===== config.mk =====
export PLATFORM = sky130hd
export DESIGN_NAME = sccb_init_seq
export DESIGN_NICKNAME = d
export VERILOG_FILES = /design/src/rtl/sccb_init_seq.sv
export SDC_FILE = /design/constraint.sdc
export NUM_CORES = 1
export LEC_CHECK = 0
export ABC_AREA = 0
export BUFFER_PORTS_ARGS = -buffer_cell sky130_fd_sc_hd__buf_2
export CORE_ASPECT_RATIO = 0.7
export CORE_MARGIN = 2
export CORE_UTILIZATION = 45
export CTS_CLUSTER_DIAMETER = 40
export CTS_CLUSTER_SIZE = 14
export DETAILED_ROUTE_END_ITERATION = 16
export PLACE_DENSITY = 0.71
export SYNTH_ARGS = -nofsm -noshare
export SYNTH_HDL_FRONTEND = slang
export SYNTH_SLANG_ARGS = --single-unit

===== constraint.sdc =====
create_clock -name clk -period 4.15 [get_ports clk]
set_clock_uncertainty 0.1 [all_clocks]
set_input_delay 0.2075 -clock clk [delete_from_list [all_inputs] [get_ports clk]]
set_output_delay 0.2075 -clock clk [all_outputs]
set_load 0.05 [all_outputs]

===== src/rtl/sccb_init_seq.sv =====
// sccb_init_seq: walks a camera register-init table held in ROM and issues one
// 3-byte SCCB register write per entry through the byte-level master.
module sccb_init_seq #(
    parameter int         CLK_FREQ   = 25_000_000,
    parameter logic [6:0] DEV_ADDR   = 7'h3C,
    parameter int         ROM_AW     = 8,
    parameter int         MAX_RETRY  = 3,
    parameter int         GAP_CYCLES = 250
) (
    input  logic              clk,
    input  logic              rst,
    input  logic              go,
    output logic [ROM_AW-1:0] rom_addr,
    input  logic [23:0]       rom_data,
    output logic              m_start,
    output logic              m_stop,
    output logic [7:0]        m_wr_data,
    input  logic [1:0]        m_ack,
    input  logic [3:0]        m_state,
    output logic              busy,
    output logic              done,
    output logic              err,
    output logic [ROM_AW-1:0] err_index
);
    // state     | meaning
    // IDLE      | waiting for go
    // FETCH     | ROM read latency
    // DECODE    | classify entry: write, delay or end marker
    // START     | issue start + device address once master is idle
    // XFER      | stream register address and value bytes
    // WAIT_IDLE | stop issued, wait for master to return idle
    // GAP       | inter-transaction idle time, then advance or retry
    // DELAY     | millisecond delay entry
    // FIN       | publish done and return to IDLE
    typedef enum logic [3:0] {
        IDLE, FETCH, DECODE, START, XFER, WAIT_IDLE, GAP, DELAY, FIN
    } state_t;

    localparam int CYC_MS  = CLK_FREQ / 1000;
    localparam int TMR_MAX = (CYC_MS > GAP_CYCLES) ? CYC_MS : GAP_CYCLES;
    localparam int TMR_W   = $clog2(TMR_MAX + 1);
    localparam int RTY_W   = $clog2(MAX_RETRY + 2);
    localparam logic [TMR_W-1:0] GAP_LOAD = TMR_W'(GAP_CYCLES - 1);
    localparam logic [TMR_W-1:0] MS_LOAD  = TMR_W'(CYC_MS - 1);
    localparam logic [RTY_W-1:0] RTY_MAX  = RTY_W'(MAX_RETRY);
    localparam logic [7:0]       DEV_WR   = {DEV_ADDR, 1'b0};

    state_t            state_q, state_d;
    logic [23:0]       entry_q, entry_d;
    logic [2:0]        bidx_q, bidx_d;
    logic [RTY_W-1:0]  retry_q, retry_d;
    logic              nack_q, nack_d;
    logic [TMR_W-1:0]  tmr_q, tmr_d;
    logic [7:0]        ms_q, ms_d;
    logic [ROM_AW-1:0] rom_addr_d, err_index_d;
    logic              busy_d, done_d, err_d;
    logic              adv;
    logic              last_entry;

    assign last_entry = (rom_addr == {ROM_AW{1'b1}});

    always_ff @(posedge clk) begin
        if (rst) begin
            state_q   <= IDLE;
            entry_q   <= '0;
            bidx_q    <= '0;
            retry_q   <= '0;
            nack_q    <= 1'b0;
            tmr_q     <= '0;
            ms_q      <= '0;
            rom_addr  <= '0;
            err_index <= '0;
            busy      <= 1'b0;
            done      <= 1'b0;
            err       <= 1'b0;
        end else begin
            state_q   <= state_d;
            entry_q   <= entry_d;
            bidx_q    <= bidx_d;
            retry_q   <= retry_d;
            nack_q    <= nack_d;
            tmr_q     <= tmr_d;
            ms_q      <= ms_d;
            rom_addr  <= rom_addr_d;
            err_index <= err_index_d;
            busy      <= busy_d;
            done      <= done_d;
            err       <= err_d;
        end
    end

    always_comb begin
        state_d     = state_q;
        entry_d     = entry_q;
        bidx_d      = bidx_q;
        retry_d     = retry_q;
        nack_d      = nack_q;
        tmr_d       = tmr_q;
        ms_d        = ms_q;
        rom_addr_d  = rom_addr;
        err_index_d = err_index;
        busy_d      = busy;
        done_d      = done;
        err_d       = err;
        m_start     = 1'b0;
        m_stop      = 1'b0;
        m_wr_data   = DEV_WR;
        adv         = 1'b0;

        case (state_q)
            IDLE: begin
                if (go) begin
                    busy_d     = 1'b1;
                    done_d     = 1'b0;
                    err_d      = 1'b0;
                    rom_addr_d = '0;
                    state_d    = FETCH;
                end
            end
            FETCH: state_d = DECODE;
            DECODE: begin
                entry_d = rom_data;
                if (rom_data == 24'hFFFFFF) begin
                    state_d = FIN;
                end else if (rom_data[23:8] == 16'hFFFE) begin
                    if (rom_data[7:0] == 8'd0) begin
                        adv = 1'b1;
                    end else begin
                        tmr_d   = MS_LOAD;
                        ms_d    = rom_data[7:0];
                        state_d = DELAY;
                    end
                end else begin
                    bidx_d  = 3'd0;
                    retry_d = '0;
                    state_d = START;
                end
            end
            START: begin
                if (m_state == 4'd0) begin
                    m_start = 1'b1;
                    bidx_d  = 3'd1;
                    state_d = XFER;
                end
            end
            XFER: begin
                // Next byte must be on the bus before the tick that latches it.
                case (bidx_q)
                    3'd1:    m_wr_data = entry_q[23:16];
                    3'd2:    m_wr_data = entry_q[15:8];
                    default: m_wr_data = entry_q[7:0];
                endcase
                if (m_ack[1]) begin
                    if (!m_ack[0]) begin
                        m_stop  = 1'b1;
                        nack_d  = 1'b1;
                        state_d = WAIT_IDLE;
                    end else if (bidx_q == 3'd4) begin
                        m_stop  = 1'b1;
                        nack_d  = 1'b0;
                        state_d = WAIT_IDLE;
                    end else begin
                        bidx_d = bidx_q + 3'd1;
                    end
                end
            end
            WAIT_IDLE: begin
                if (m_state == 4'd0) begin
                    tmr_d   = GAP_LOAD;
                    state_d = GAP;
                end
            end
            GAP: begin
                if (tmr_q != '0) begin
                    tmr_d = tmr_q - TMR_W'(1);
                end else if (!nack_q) begin
                    adv = 1'b1;
                end else if (retry_q < RTY_MAX) begin
                    retry_d = retry_q + RTY_W'(1);
                    state_d = START;
                end else begin
                    err_d       = 1'b1;
                    err_index_d = rom_addr;
                    state_d     = FIN;
                end
            end
            DELAY: begin
                if (tmr_q != '0) begin
                    tmr_d = tmr_q - TMR_W'(1);
                end else if (ms_q != 8'd1) begin
                    ms_d  = ms_q - 8'd1;
                    tmr_d = MS_LOAD;
                end else begin
                    adv = 1'b1;
                end
            end
            FIN: begin
                busy_d  = 1'b0;
                done_d  = 1'b1;
                state_d = IDLE;
            end
            default: state_d = IDLE;
        endcase

        // Running off the end of the table without an end marker is an abort.
        if (adv) begin
            if (last_entry) begin
                err_d       = 1'b1;
                err_index_d = rom_addr;
                state_d     = FIN;
            end else begin
                rom_addr_d = rom_addr + ROM_AW'(1);
                state_d    = FETCH;
            end
        end
    end
endmodule


Word-level counts from Yosys, hierarchy flattened

Index checks and enable logic that the tools add are counted.

$add $sub $neg: 5
$lt $le $gt $ge: 1
Equality and inequality tests: 42
Multiplexer cells: 79
Reduce and logical (&&, ||, !) cells: 16

Operators by type and width:

| cell                                               | number |
|---|---|
| 2-to-1 mux 8 bit                                   | 16 |
| 2-to-1 mux 15 bit                                  | 7 |
| one-hot mux 15 bit (4 select lines)                | 1 |
| 2-to-1 mux 4 bit                                   | 14 |
| inequality test 2 bit, second input constant       | 17 |
| one-hot mux 4 bit (8 select lines)                 | 1 |
| one-hot mux 8 bit (2 select lines)                 | 2 |
| 2-to-1 mux 3 bit                                   | 9 |
| == test 24 bit, second input constant              | 1 |
| 2-to-1 mux 1 bit                                   | 23 |
| inequality test 3 bit, second input constant       | 7 |
| == test 16 bit, second input constant              | 1 |
| == test 4 x 3 -> 1 bit, second input constant      | 4 |
| nonzero test 15 bit                                | 1 |
| subtractor 15 x 1 -> 15 bit, second input constant | 1 |
| AND reduction 7 bit                                | 2 |
| AND reduction 6 bit                                | 2 |
| one-hot mux 3 bit (3 select lines)                 | 1 |
| AND reduction 9 bit                                | 1 |
| adder 8 x 1 -> 8 bit, second input constant        | 1 |
| == test 4 x 2 -> 1 bit, second input constant      | 2 |
| == test 8 bit, second input constant               | 1 |
| zero test 4 bit                                    | 2 |
| zero test 8 bit                                    | 1 |
| other kinds (20)                                   | 25 |

Flip-flop bits (word level): 77
Input port bits: 33
Output and inout bits: 29
Logic and storage cells: 155

Logic depth before layout (Yosys ltp)

Word-level depth: 7
Gate-level depth with buffers: 10
Mapped depth without buffers: 8

Least setup slack after synthesis

Ideal clock, no wire load.

Path type: input to output
From: input m_state[1]
To: output m_start
Arrival: 2.269 ns
Data required time: 3.843 ns
Path slack: 1.574 ns
Cell stages on the path: 2
Path buffers: 0
Cell sequence: or4_4 nor4_1

Cells in the longest elaborated chain, start to end: 3

Ends and longest elaborated chain:

| element          | line | RTL |
|---|---|---|
| start, declared  | 19   | `input logic [3:0] m_state,` |
| zero test 4 bit  | 140  | `if (m_state == 4'd0) begin` |
| 2-to-1 mux 1 bit | 140  |  |
| 2-to-1 mux 1 bit | 110  | `case (state_q)` |
| end, declared    | 15   | `output logic m_start,` |

Every way passes these cells.

Worst setup path after layout

From: register state_q[2]
To: register err_index[1]

Cells in the longest elaborated chain, start to end: 4
Elaborated cells on any way between the ends: 7
Those cells by class: 3 x eq/ne; 4 x mux

Ends and longest elaborated chain:

| element                | line | RTL |
|---|---|---|
| start, declared        | 48   | `state_t state_q, state_d;` |
| start signal, assigned | 77   | `state_q <= state_d;` |
| == test 4 x 3 -> 1 bit | 110  |  |
| 2-to-1 mux 8 bit       | 110  |  |
| 2-to-1 mux 8 bit       | 207  | `if (last_entry) begin` |
| 2-to-1 mux 8 bit (*)   | 206  | `if (adv) begin` |
| end signal, assigned   | 85   | `err_index <= err_index_d;` |
| end, declared          | 23   | `output logic [ROM_AW-1:0] err_index` |

Every way passes the cells marked *; elsewhere a longest branch is shown, timed or not.
A chain may end at the register's enable or synchronous reset.

==> metrics.csv <==
stage,metric,value,unit
run_status,outcome,"complete, no violations",
yosys,synth_top_family_by_area,simple AND/OR/NAND/NOR gates,
critical_path,crit_family,compound AO/OA/AOI/OAI gates,
layout,diodes,0,
yosys,syn_nets,609,
power,finalPower,0.00216,W
critical_path,max_stage_delay,0.78,ns
route,drc,0,
grt,grt_remaining_overflow,0,
route,drt-wirelength-per-cell,16.6,um
yosys,async_reset_ff_share,0,%
timing,finalSetupViolations,0,
timing,max_slew.worst_pin.slew,0.912,ns
grt,grt_pass1_wl,19900,um
critical_path,cp.arrival,2.95,ns
place,gp_routability_congestion,0.884,
critical_path,worstSetupEndpointType,register,
clock_network,clk_pin_slew_worst_paths,0.06,ns
critical_path,rrSetupSlack,1.33,ns
power,cellLeakagePower,1.83,nW
timing,rsz0062_at_grt,false,
yosys,synth_compound_area_share,25.7,%
critical_path,cp_max_fo,27,
grt,grt_max_degree,50,
yosys,ys_types,76,
grt,grt_pass1_vias,4017,
layout,num-fill-cells,885,
clock_network,cts_buffers,9,
yosys,synthAdderAreaFrac,2.88,%
layout,drive_gt1_share,15.9,%
route,firstDrtPassIters,6,
yosys,synthXorXnorAreaFrac,0.403,%
timing,max_clock_freq,354,MHz
clock_network,cts.repair.resized,0,
die,die_area,10500,sq um
clock_network,cts_tree,yes,
yosys,synthSimpleGateAreaFrac,30.3,%
route,dr_total_vias,4457,
yosys,synth_cells,566,
clock_network,htree_levels,3,
timing,finalHoldViolCount,0,
grt,antenna_found_initial,0,
route,drt_iter0_markers,415,
critical_path,slowest_stage,a221oi_2,
yosys,ys_ff_latch,77,
critical_path,crit_type,reg -> reg,
place,io_buffers,61,
die,io_pins,62,
yosys,yosysWarnings,0,
critical_path,crit_buf_inv,1,
timing,drv_slew,0,
die,start_util,47.2,%
clock_network,clk_latency,0.34,ns
critical_path,start_kind,register,
yosys,synth_edf_count,0,
critical_path,worstPathRequired,4.28,ns
hold_path,min_path_type,in -> reg,
yosys,synth_mux_area_share,0.489,%
timing,worst_slack,1.33,ns
grt,grtUsageTotal,23.9,%
yosys,avgSynthCellArea,7.69,sq um
clock_network,cts.sinks,77,
timing,min_period,2.82,ns
flow_run,drv_cap,0,
route,antenna_left,0,
yosys,netlist_area,4350,sq um
layout,nNetsFinal,654,
die,die_w,122,um
timing,slew_headroom,39.2,%
power,worst_ir_drop_vdd,0.301,mV
yosys,ys_seq_area_share,35.4,%
layout,syn2layout_area_growth,14.2,%
timing,setup_tns,0,ns
clock_network,post-cts-setup-buffers,0,
die,fp.dieH,86.3,um
clock_network,cts_root_buf,clkbuf_16,
place,dpl_worst_slack,1.35,ns
yosys,ys.flop_type,dfxtp_1,
clock_network,cts_buffer_depth,2,
power,p_per_area,435,nW/um^2
route,viasPerCell,6.03,
timing,period_share,68.0,%
route,wl,12300,um
timing,timing.hold.ws,0.0193,ns
die,core,9220,sq um
clock_network,cts-hold-fix-buffers,1,
place,hpwl,8770,um
die,rows,29,
critical_path,worstPathCellList,or4b_1 -> buf_4 -> nor3_2 -> and2_2 -> a221oi_2 -> nor3b_1 -> a31o_1,
## cells in the final DEF (no fill, tap or decap), drive strengths merged, types with 6 or more instances in the layout
cell type,n
nor3,19
nor2,45
nor3b,8
a211oi,8
a221oi,6
a22oi,7
or4,6
dfxtp,77
nor4,6
nand4,12
nand3,18
o21ai,40
buf,65
inv,11
a31oi,6
clkbuf,10
a21oi,59
and3,6
ha,10
nor2b,8
or3,6
nand2,101
## worst register-to-register path, stage by stage (launching register included)
cell and delay [ns]:
dfxtp_1 0.71, or4b_1 0.21, buf_4 0.29, nor3_2 0.08, and2_2 0.23, a221oi_2 0.78, nor3b_1 0.11, a31o_1 0.21
## report_power, final
part / total, W / switching (W) / internal, W
clock network: 0.000764 / 0.000305 / 0.000459
registers: 0.000890 / 0.0000865 / 0.000803
logic: 0.000506 / 0.000333 / 0.000172
total: 0.00216 / 0.000724 / 0.00143
## final timing paths
| check | startpoint | end | cells past startpoint |
|---|---|---|---|
| setup / recovery | state_q[2] | err_index[1] | 7 |
| hold / removal | rom_data[12] | entry_q[12] | 3 |
| setup reg to reg | state_q[2] | err_index[1] | 7 |
| hold reg to reg | entry_q[18] | entry_q[18] | 2 |
## per-layer routing
layer  GRT usage [%]  vias to the layer above  routed length (um)
met3            6.25                       14                1070
met5               0                        -                   0
li1                -                     2169                   -
met1            35.6                     2084                5900
met4            6.58                        0                 150
met2            33.8                      190                5180
## cells by family after synthesis
kind of cell,after synthesis
AO/OA/AOI/OAI,170
XOR/XNOR,2
adder cells (fa/ha/maj),10
buffers and inverters,43
flip-flops,77
multiplexers,2
AND/OR/NAND/NOR,262
## stage by stage
stage / cells / instance area (sq um) / util [%]
after global routing: 739 / 4970 / 53.9
final: 739 / 4970 / 53.9
after detailed placement: 723 / 4670 / 50.7
after CTS: 739 / 4970 / 53.9
after global placement: 723 / 4670 / 50.7
after floorplan: 566 / 4350 / -
## synth_stat cells (all sizes together), types with 6 or more instances
| library cell | number | area (sq um) |
|---|---|---|
| a21oi | 59 | 295 |
| nand2 | 101 | 379 |
| nor3b | 8 | 60.1 |
| a211oi | 8 | 60.1 |
| or4 | 6 | 48.8 |
| inv | 11 | 41.3 |
| a221oi | 6 | 58.8 |
| nand4 | 12 | 75.1 |
| or3 | 6 | 37.5 |
| nor4 | 6 | 50.0 |
| ha | 10 | 125 |
| a31oi | 6 | 43.8 |
| o21ai | 40 | 204 |
| nor2 | 45 | 169 |
| a22oi | 7 | 52.6 |
| clkbuf | 15 | 56.3 |
| dfxtp | 77 | 1540 |
| nand3 | 18 | 90.1 |
| nor3 | 19 | 105 |
| nor2b | 8 | 50.1 |
| and3 | 6 | 37.5 |
| buf | 15 | 92.6 |
## registers in the layout (all words and copies together) (netlist names)
register / flops
err: 1
state_q: 4
done: 1
tmr_q: 15
entry_q: 24
retry_q: 3
err_index: 8
ms_q: 8
rom_addr: 8
bidx_q: 3
nack_q: 1
busy: 1
## layout make-up
| class | count | area (sq um) | share of cell area, % |
|---|---|---|---|
| clock buffers | 10 | 229 | 4.61 |
| clock inverters | 5 | 52.6 | 1.06 |
| inverters | 11 | 41.3 | 0.831 |
| multi-input cells | 446 | 2600 | 52.4 |
| flip-flops and latches | 77 | 1540 | 31.0 |
| well taps | 124 | 155 | 3.12 |
| repair buffers | 66 | 345 | 6.95 |
No activity file was read; power rests on OpenSTA's default activity.
